$ cat src/rtl/i2c_byte_dri_pkg.sv
// i2c_pkg: shared definitions for the I2C byte driver.
//   state_t   : FSM state encoding
//   RW_WR/RD  : R/W bit appended to the 7-bit device address
//   ACK_SLOT  : bit index of the acknowledge bit inside a 9-bit byte slot
//   calc_div  : clk cycles per quarter SCL period
package i2c_pkg;

  localparam int STATE_W = 4;

  typedef enum logic [STATE_W-1:0] {
    IDLE    = 4'd0,
    START   = 4'd1,
    CTRL_W  = 4'd2,
    ADDR_H  = 4'd3,
    ADDR_L  = 4'd4,
    DATA_W  = 4'd5,
    RESTART = 4'd6,
    CTRL_R  = 4'd7,
    DATA_R  = 4'd8,
    STOP    = 4'd9,
    DONE    = 4'd10
  } state_t;

  localparam logic RW_WR = 1'b0;
  localparam logic RW_RD = 1'b1;

  localparam logic [3:0] ACK_SLOT = 4'd8;

  function automatic int calc_div(input int clk_freq, input int i2c_freq);
    return clk_freq / (4 * i2c_freq);
  endfunction

endpackage

$ cat src/rtl/i2c_byte_dri_if.sv
// i2c_byte_dri_if: request/response handshake with the EEPROM sequencer plus
// the SCL/SDA pad signals.
//   master : the requesting side (sequencer and pad logic)
//   slave  : the byte driver itself
interface i2c_byte_dri_if;

  logic        i2c_start_flag;
  logic        i2c_wr_flag;
  logic        i2c_rd_flag;
  logic [15:0] i2c_addr;
  logic [7:0]  i2c_data_wr;
  logic [7:0]  i2c_data_rd;
  logic        i2c_done;
  logic        i2c_ack;
  logic        scl;
  logic        sda_out;
  logic        sda_oe;
  logic        sda_in;

  modport master (
    output i2c_start_flag, i2c_wr_flag, i2c_rd_flag, i2c_addr, i2c_data_wr, sda_in,
    input  i2c_data_rd, i2c_done, i2c_ack, scl, sda_out, sda_oe
  );

  modport slave (
    input  i2c_start_flag, i2c_wr_flag, i2c_rd_flag, i2c_addr, i2c_data_wr, sda_in,
    output i2c_data_rd, i2c_done, i2c_ack, scl, sda_out, sda_oe
  );

endinterface

$ cat src/rtl/i2c_byte_dri_tick_gen.sv
// i2c_tick_gen: quarter-SCL-period tick generator.
//   clk, rstn : system clock, async active-low reset
//   en        : run enable; while low the divider and phase are held at zero
//   tick      : one-cycle strobe every DIV clk cycles
//   phase     : quarter index (0..3) that the next tick belongs to
module i2c_tick_gen
  import i2c_pkg::*;
#(
  parameter int DIV = calc_div(50_000_000, 250_000)
) (
  input  logic       clk,
  input  logic       rstn,
  input  logic       en,
  output logic       tick,
  output logic [1:0] phase
);

  localparam int            CW   = (DIV > 1) ? $clog2(DIV) : 1;
  localparam logic [CW-1:0] LAST = CW'(DIV - 1);

  logic [CW-1:0] cnt;

  assign tick = en && (cnt == LAST);

  // Divider and phase counter; phase advances on every tick.
  always_ff @(posedge clk or negedge rstn) begin
    if (!rstn) begin
      cnt   <= '0;
      phase <= 2'd0;
    end else if (!en) begin
      cnt   <= '0;
      phase <= 2'd0;
    end else if (cnt == LAST) begin
      cnt   <= '0;
      phase <= phase + 2'd1;
    end else begin
      cnt <= cnt + CW'(1);
    end
  end

endmodule

$ cat src/rtl/i2c_byte_dri.sv
// i2c_byte_dri: bit-level I2C master doing one random-address EEPROM byte
// write or byte read per request.
//   clk, rstn : system clock, async active-low reset
//   bus       : slave modport of i2c_byte_dri_if
//               in : i2c_start_flag (rising edge launches), i2c_wr_flag,
//                    i2c_rd_flag, i2c_addr, i2c_data_wr, sda_in
//               out: i2c_data_rd, i2c_done (DONE_CYCLES long), i2c_ack (NACK
//                    seen), scl, sda_out, sda_oe
// Each SCL bit is four ticks: 0 change SDA, 1 SCL up, 2 sample, 3 SCL down.
module i2c_byte_dri
  import i2c_pkg::*;
#(
  parameter logic [6:0] SLAVE_ADDR  = 7'b1010000,
  parameter int         CLK_FREQ    = 50_000_000,
  parameter int         I2C_FREQ    = 250_000,
  parameter int         BIT_CTRL    = 1,
  parameter int         DONE_CYCLES = 50
) (
  input logic          clk,
  input logic          rstn,
  i2c_byte_dri_if.slave bus
);

  localparam int             DIV  = calc_div(CLK_FREQ, I2C_FREQ);
  localparam int             DCW  = $clog2(DONE_CYCLES + 1);
  localparam logic [DCW-1:0] DLST = DCW'(DONE_CYCLES - 1);

  state_t         state_q, state_d, slot_nxt;
  logic           scl_q, scl_d;
  logic           sda_out_q, sda_out_d;
  logic           sda_oe_q, sda_oe_d;
  logic [3:0]     bit_cnt_q, bit_cnt_d;
  logic [7:0]     shreg_q, shreg_d;
  logic           ack_q, ack_d;
  logic           done_q, done_d;
  logic [DCW-1:0] done_cnt_q, done_cnt_d;
  logic [7:0]     data_rd_q, data_rd_d;
  logic [15:0]    addr_q, addr_d;
  logic [7:0]     wdata_q, wdata_d;
  logic           rw_q, rw_d;
  logic           start_d1;
  logic           start_rise;
  logic           tick;
  logic [1:0]     phase;
  logic           tick_en;
  logic           is_rx;

  assign start_rise = bus.i2c_start_flag && !start_d1;
  assign tick_en    = (state_q != IDLE) && (state_q != DONE);
  assign is_rx      = (state_q == DATA_R);

  i2c_tick_gen #(.DIV(DIV)) u_tick (
    .clk   (clk),
    .rstn  (rstn),
    .en    (tick_en),
    .tick  (tick),
    .phase (phase)
  );

  // Byte loaded into the shift register when a slot begins; non-slot
  // targets keep the current contents so read data survives into STOP.
  function automatic logic [7:0] slot_byte(input state_t s, input logic [15:0] a,
                                           input logic [7:0] d, input logic [7:0] hold);
    case (s)
      CTRL_W:  return {SLAVE_ADDR, RW_WR};
      ADDR_H:  return a[15:8];
      ADDR_L:  return a[7:0];
      DATA_W:  return d;
      CTRL_R:  return {SLAVE_ADDR, RW_RD};
      DATA_R:  return 8'h00;
      default: return hold;
    endcase
  endfunction

  // Slot that follows the current one when its ack bit completes cleanly.
  always_comb begin
    slot_nxt = STOP;
    case (state_q)
      CTRL_W:  slot_nxt = (BIT_CTRL != 0) ? ADDR_H : ADDR_L;
      ADDR_H:  slot_nxt = ADDR_L;
      ADDR_L:  slot_nxt = (rw_q == RW_RD) ? RESTART : DATA_W;
      CTRL_R:  slot_nxt = DATA_R;
      default: slot_nxt = STOP;
    endcase
  end

  // Next-state and output logic.
  always_comb begin
    state_d    = state_q;
    scl_d      = scl_q;
    sda_out_d  = sda_out_q;
    sda_oe_d   = sda_oe_q;
    bit_cnt_d  = bit_cnt_q;
    shreg_d    = shreg_q;
    ack_d      = ack_q;
    done_d     = done_q;
    done_cnt_d = done_cnt_q;
    data_rd_d  = data_rd_q;
    addr_d     = addr_q;
    wdata_d    = wdata_q;
    rw_d       = rw_q;

    case (state_q)
      IDLE: begin
        scl_d      = 1'b1;
        sda_out_d  = 1'b1;
        sda_oe_d   = 1'b0;
        bit_cnt_d  = 4'd0;
        done_cnt_d = '0;
        if (start_rise && (bus.i2c_wr_flag || bus.i2c_rd_flag)) begin
          addr_d  = bus.i2c_addr;
          wdata_d = bus.i2c_data_wr;
          rw_d    = bus.i2c_wr_flag ? RW_WR : RW_RD;
          ack_d   = 1'b0;
          state_d = START;
        end
      end

      // SDA drops while SCL is high; the repeated start additionally has to
      // bring SDA high first because SCL is low on entry.
      START, RESTART: begin
        if (tick) begin
          case (phase)
            2'd0: begin
              sda_oe_d  = 1'b1;
              sda_out_d = 1'b1;
            end
            2'd1: scl_d = 1'b1;
            2'd2: sda_out_d = 1'b0;
            default: begin
              scl_d     = 1'b0;
              bit_cnt_d = 4'd0;
              state_d   = (state_q == START) ? CTRL_W : CTRL_R;
              shreg_d   = slot_byte(state_d, addr_q, wdata_q, shreg_q);
            end
          endcase
        end
      end

      CTRL_W, ADDR_H, ADDR_L, DATA_W, CTRL_R, DATA_R: begin
        if (tick) begin
          case (phase)
            2'd0: begin
              if (bit_cnt_q == ACK_SLOT) begin
                sda_oe_d  = is_rx;
                sda_out_d = 1'b1;
              end else begin
                sda_oe_d  = !is_rx;
                sda_out_d = shreg_q[7];
              end
            end
            2'd1: scl_d = 1'b1;
            2'd2: begin
              if (bit_cnt_q != ACK_SLOT) begin
                if (is_rx) shreg_d = {shreg_q[6:0], bus.sda_in};
              end else if (!is_rx && bus.sda_in) begin
                ack_d = 1'b1;
              end
            end
            default: begin
              scl_d = 1'b0;
              if (bit_cnt_q != ACK_SLOT) begin
                bit_cnt_d = bit_cnt_q + 4'd1;
                if (!is_rx) shreg_d = {shreg_q[6:0], 1'b0};
              end else begin
                bit_cnt_d = 4'd0;
                state_d   = ack_q ? STOP : slot_nxt;
                shreg_d   = slot_byte(state_d, addr_q, wdata_q, shreg_q);
              end
            end
          endcase
        end
      end

      // SDA rises while SCL is high, then the line is released.
      STOP: begin
        if (tick) begin
          case (phase)
            2'd0: begin
              sda_oe_d  = 1'b1;
              sda_out_d = 1'b0;
            end
            2'd1: scl_d = 1'b1;
            2'd2: sda_out_d = 1'b1;
            default: begin
              sda_oe_d   = 1'b0;
              done_d     = 1'b1;
              done_cnt_d = '0;
              state_d    = DONE;
              if (rw_q == RW_RD) data_rd_d = shreg_q;
            end
          endcase
        end
      end

      DONE: begin
        if (done_cnt_q == DLST) begin
          done_d  = 1'b0;
          state_d = IDLE;
        end else begin
          done_cnt_d = done_cnt_q + DCW'(1);
        end
      end

      default: state_d = IDLE;
    endcase
  end

  // State and datapath registers.
  always_ff @(posedge clk or negedge rstn) begin
    if (!rstn) begin
      state_q    <= IDLE;
      scl_q      <= 1'b1;
      sda_out_q  <= 1'b1;
      sda_oe_q   <= 1'b0;
      bit_cnt_q  <= 4'd0;
      shreg_q    <= 8'h00;
      ack_q      <= 1'b0;
      done_q     <= 1'b0;
      done_cnt_q <= '0;
      data_rd_q  <= 8'h00;
      addr_q     <= 16'h0000;
      wdata_q    <= 8'h00;
      rw_q       <= RW_WR;
      start_d1   <= 1'b0;
    end else begin
      state_q    <= state_d;
      scl_q      <= scl_d;
      sda_out_q  <= sda_out_d;
      sda_oe_q   <= sda_oe_d;
      bit_cnt_q  <= bit_cnt_d;
      shreg_q    <= shreg_d;
      ack_q      <= ack_d;
      done_q     <= done_d;
      done_cnt_q <= done_cnt_d;
      data_rd_q  <= data_rd_d;
      addr_q     <= addr_d;
      wdata_q    <= wdata_d;
      rw_q       <= rw_d;
      start_d1   <= bus.i2c_start_flag;
    end
  end

  assign bus.scl         = scl_q;
  assign bus.sda_out     = sda_out_q;
  assign bus.sda_oe      = sda_oe_q;
  assign bus.i2c_done    = done_q;
  assign bus.i2c_ack     = ack_q;
  assign bus.i2c_data_rd = data_rd_q;

endmodule
$ cat src/flat_wrapper.sv
// flat-port wrapper written by rule: the top's interface ports become plain ports
module i2c_byte_dri_flat import i2c_pkg::*;
#(
  parameter logic [6:0] SLAVE_ADDR  = 7'b1010000,
  parameter int         CLK_FREQ    = 50_000_000,
  parameter int         I2C_FREQ    = 250_000,
  parameter int         BIT_CTRL    = 1,
  parameter int         DONE_CYCLES = 50
)
  (clk, rstn, bus_i2c_start_flag, bus_i2c_wr_flag, bus_i2c_rd_flag, bus_i2c_addr, bus_i2c_data_wr, bus_sda_in, bus_i2c_data_rd, bus_i2c_done, bus_i2c_ack, bus_scl, bus_sda_out, bus_sda_oe);
  i2c_byte_dri_if bus_i ();
  input logic clk;
  input logic rstn;
  input wire logic [$bits(bus_i.i2c_start_flag)-1:0] bus_i2c_start_flag;
  input wire logic [$bits(bus_i.i2c_wr_flag)-1:0] bus_i2c_wr_flag;
  input wire logic [$bits(bus_i.i2c_rd_flag)-1:0] bus_i2c_rd_flag;
  input wire logic [$bits(bus_i.i2c_addr)-1:0] bus_i2c_addr;
  input wire logic [$bits(bus_i.i2c_data_wr)-1:0] bus_i2c_data_wr;
  input wire logic [$bits(bus_i.sda_in)-1:0] bus_sda_in;
  output wire logic [$bits(bus_i.i2c_data_rd)-1:0] bus_i2c_data_rd;
  output wire logic [$bits(bus_i.i2c_done)-1:0] bus_i2c_done;
  output wire logic [$bits(bus_i.i2c_ack)-1:0] bus_i2c_ack;
  output wire logic [$bits(bus_i.scl)-1:0] bus_scl;
  output wire logic [$bits(bus_i.sda_out)-1:0] bus_sda_out;
  output wire logic [$bits(bus_i.sda_oe)-1:0] bus_sda_oe;
  assign bus_i.i2c_start_flag = bus_i2c_start_flag;
  assign bus_i.i2c_wr_flag = bus_i2c_wr_flag;
  assign bus_i.i2c_rd_flag = bus_i2c_rd_flag;
  assign bus_i.i2c_addr = bus_i2c_addr;
  assign bus_i.i2c_data_wr = bus_i2c_data_wr;
  assign bus_i.sda_in = bus_sda_in;
  assign bus_i2c_data_rd = bus_i.i2c_data_rd;
  assign bus_i2c_done = bus_i.i2c_done;
  assign bus_i2c_ack = bus_i.i2c_ack;
  assign bus_scl = bus_i.scl;
  assign bus_sda_out = bus_i.sda_out;
  assign bus_sda_oe = bus_i.sda_oe;
  i2c_byte_dri #(.SLAVE_ADDR(SLAVE_ADDR), .CLK_FREQ(CLK_FREQ), .I2C_FREQ(I2C_FREQ), .BIT_CTRL(BIT_CTRL), .DONE_CYCLES(DONE_CYCLES)) u_core (.clk(clk), .rstn(rstn), .bus(bus_i));
endmodule
$ cat config.mk
export PLATFORM = sky130hd
export DESIGN_NAME = i2c_byte_dri_flat
export DESIGN_NICKNAME = d
export VERILOG_FILES = /design/src/rtl/i2c_byte_dri_pkg.sv /design/src/rtl/i2c_byte_dri_if.sv /design/src/rtl/i2c_byte_dri_tick_gen.sv /design/src/rtl/i2c_byte_dri.sv /design/src/flat_wrapper.sv
export SDC_FILE = /design/constraint.sdc
export NUM_CORES = 1
export LEC_CHECK = 0
export CORE_AREA = 2 2 86 88
export CTS_CLUSTER_DIAMETER = 200
export CTS_CLUSTER_SIZE = 16
export DETAILED_ROUTE_END_ITERATION = 6
export DIE_AREA = 0 0 88 90
export PLACE_DENSITY = 0.75
export SLEW_MARGIN = 10
export SYNTH_ARGS = -nofsm -noshare
export SYNTH_HDL_FRONTEND = slang
export SYNTH_SLANG_ARGS = --single-unit
$ cat constraint.sdc
create_clock -name clk -period 3 [get_ports clk]
set_input_delay 0.6 -clock clk [delete_from_list [all_inputs] [get_ports clk]]
set_output_delay 0.6 -clock clk [all_outputs]
set_load 0.03 [all_outputs]
==> key figures <==
Logic synthesis
  • Yosys warning total: 0
  • Sequential share of the synthesized area: 0.4497
  • Predominant post-synthesis flop cell: dfrtp_1
  • Post-synth EDFFs: 0
  • Syn_area_per_cell: ~10 sq um
  • Netlist Area Pre-Place: 3845 sq um
  • Post-Syn Nets: approximately 420
  • Syn Inst Count: 382
  • Post-synthesis register bit count: 69
  • Post-synth ARST share: 1.000
  • Synth unique cells: 62

Placed design
  • DP Cell Count: 512
  • Port Buffers: 42
  • HPWL after DPL: ~6.5 mm
  • RePlAce Congestion: between 0.9 and 1
  • Placed Area: 4369 sq um

Power
  • VDD IR max: 0.4275 mV
  • Leakage: roughly 0.0019 uW
  • Overall power: ~3700 uW
  • Pwr per Cell Area: between 800 and 900 nW/um^2

Setup path
  • Required @ worst endpoint: 3.23 ns
  • CP Class: register to register
  • Worst reg2reg endpoint: u_core.shreg_q[0]$_DFFE_PN0P_
  • WP data arrival: approximately 2.8 ns
  • Reg2reg setup slack: 0.44 ns
  • Crit Path Max Fanout: 20
  • CP endpoint kind: register
  • Worst r2r src: u_core.state_q[2]$_DFFE_PN0P_
  • CP Launch Point: u_core.state_q[2]$_DFFE_PN0P_
  • R2r worst-path depth: 5
  • Startpoint type of the worst setup path: register
  • CP max stage delay: slightly below 0.8 ns
  • Critical Path, Cell by Cell: nor2b_1 > mux2_2 > a211oi_1 > a211o_4 > mux2_4
  • Critical path destination: u_core.shreg_q[0]$_DFFE_PN0P_
  • Critical path's slowest cell: dfrtp_1

Clock network
  • Worst-path clk slew: about 0.080 ns
  • Clock root cell: clkbuf_8
  • Post-CTS Setup Bufs: 0
  • CTS sink count: 69
  • Clock latency on the worst-skew pair: 0.34 ns
  • CTS resizes: 0
  • CTS Buffer Depth: 2
  • Cts bufs inserted: 9
  • CTS tree: yes
  • Post-CTS Hold Buffers: 0
  • H-tree levels: 3

STA
  • Final hold viol count: 0
  • Final setup vio count: 0
  • Slew HR: 0.5533
  • RSZ-0062 raised after global routing: false
  • Final Skew: roughly 0.0081 ns
  • Worst slew pin tran: 0.6663 ns
  • Min Tclk post-route: ~2.6 ns
  • Slew Limit Fails: 0
  • Maximum clock rate: 390.7 MHz
  • Final cycle utilization of the critical path: 0.8531
  • Setup TNS: 0 ns

Detailed routing
  • Antenna Nets Post-Route: 0
  • DRC Markers: 0
  • Router iterations before antenna repair: 5
  • Total Wirelength: 8.905 mm
  • DR vias/cell: 5.862
  • 1st-iter DRT viols: 226
  • Wire per inst: around 17 microns
  • Vias: 3095

GRT
  • GRT Total Usage: 0.2396
  • Initial antenna violation count: 0
  • GRT overflow: 0
  • Largest net degree at the start of global routing: 46
  • Vias in the first global route: 3062
  • First-pass GRT wire length: between 10 and 15 mm

Final layout
  • Post-Layout Cell Count: 528
  • Most frequent cells in the layout: dfrtp_1, clkdlybuf4s50_1, nor2_1
  • Final instance area: 4569 sq um
  • Area growth from synthesis to layout: 18.84%
  • Layout net count: 465
  • Share of cells above drive strength 1: 0.1725
  • # fillers: 549
  • ANT cells: 0
  • Commonest non-fill, non-tap cell in the layout: dfrtp_1

Floorplan
  • Core Box Area: around 7000 sq um
  • Die Area: 7920 sq um
  • Row cnt: 31
  • Initial core utilization: 0.5477
  • Die Ht: 90 microns
  • I/O Pins: between 40 and 50
  • Die X: 88 microns

Worst hold path
  • Worst hold path class: primary input to async pin

Outcome
  • Status: complete, no violations

Run
  • Max-capacitance violation count: 0
==> where the power goes <==
part	switching, uW	leakage (uW)	internal [uW]
sequential	277	0.000873	1220
combinational	815	0.000962	655
clock	379	0.0000971	391
==> layer usage <==
metal  routed length, microns  vias up  share of wire  track usage
met5                        0        -              0            0
met4                      230        0          0.026      0.08333
met3                      443       19          0.050      0.05510
met2                     4346      111           0.49       0.3826
met1                     3885     1490           0.44       0.3176
li1                         -     1475              -            -
==> area by class of cell <==
cell class	count	area, sq um	area share
multi-input combinational	275	1946	0.4258
timing repair buffer	53	510.5	0.1117
tap	99	123.9	0.02711
clock inverter	6	72.57	0.01588
inverter	16	60.06	0.01314
sequential	69	1729	0.3784
clock buffer	10	127.6	0.02793
==> stage by stage <==
stage                     setup slack (ns)  utilization  hold WS [ns]
final                               0.4408       0.6509        0.2447
after global routing                0.3296       0.6509        0.2802
after CTS                           0.4738       0.6509        0.2659
after detailed placement            0.4818       0.6223        0.4626
after global placement              0.5727       0.6223        0.4587
after floorplan                     0.7727            -        0.3044
==> state kept, by name (all words and copies together) (netlist names), 4 cells and up <==
register and cells:
u_core.addr_q 16, u_core.bit_cnt_q 4, u_core.bus.i2c_data_rd 8, u_core.done_cnt_q 6, u_core.shreg_q 8, u_core.state_q 4
u_core.u_tick.cnt 6, u_core.wdata_q 8
==> Yosys cell counts, drive strengths merged (2+ instances only) <==
library cell	number	area, sq um
a21oi	18	90.09
nand4b	2	17.52
a41o	2	20.02
nand4	2	12.51
nor4	3	18.77
o221ai	4	41.29
nand2	32	120.1
a211oi	4	35.03
a22o	5	43.79
a221oi	2	17.52
xor2	3	26.28
xnor2	3	26.28
a32oi	5	43.79
nand2b	3	18.77
o31ai	2	15.01
a31oi	9	56.30
nor3b	2	15.01
nor2b	5	31.28
o21ai	23	115.1
dfstp	2	52.55
a22oi	6	45.04
o2bb2ai	3	26.28
inv	16	60.06
buf	9	67.55
nor2	34	130.1
or3	4	25.02
o211ai	2	15.01
ha	11	137.6
mux2	33	375.3
and3	6	37.54
nor3	12	91.34
dfrtp	67	1677
mux2i	6	60.06
nand3	11	55.05
or2	3	18.77
clkbuf	13	48.80
==> cell families after synthesis <==
kind of cell             count (synthesis)  share of synthesized area
buffers and inverters                   38                    0.04588
multiplexers                            39                     0.1132
flip-flops                              69                     0.4497
AO/OA/AOI/OAI                           93                     0.1679
XOR/XNOR                                 6                    0.01367
AND/OR/NAND/NOR                        125                     0.1712
adder cells (fa/ha/maj)                 12                    0.03840
==> critical path: cells and delay by family, from the launching register on <==
family           cells  cell delay [ns]
multiplexers         2             0.71
flip-flops           1             0.77
AO/OA/AOI/OAI        2             0.66
AND/OR/NAND/NOR      1             0.30
==> how the worst min path moves through the flow <==
stage,start,to
global route,rstn,u_core.done_cnt_q[2]$_DFFE_PN0P_
global placement,u_core.bus.scl$_DFFE_PN1P_,u_core.bus.scl$_DFFE_PN1P_
finish,rstn,u_core.done_cnt_q[2]$_DFFE_PN0P_
CTS,rstn,u_core.done_cnt_q[3]$_DFFE_PN0P_
floorplan,rstn,u_core.addr_q[0]$_DFFE_PN0P_
detailed placement,u_core.bus.sda_out$_DFFE_PN1P_,u_core.bus.sda_out$_DFFE_PN1P_
(Power assumes the default switching activity.)
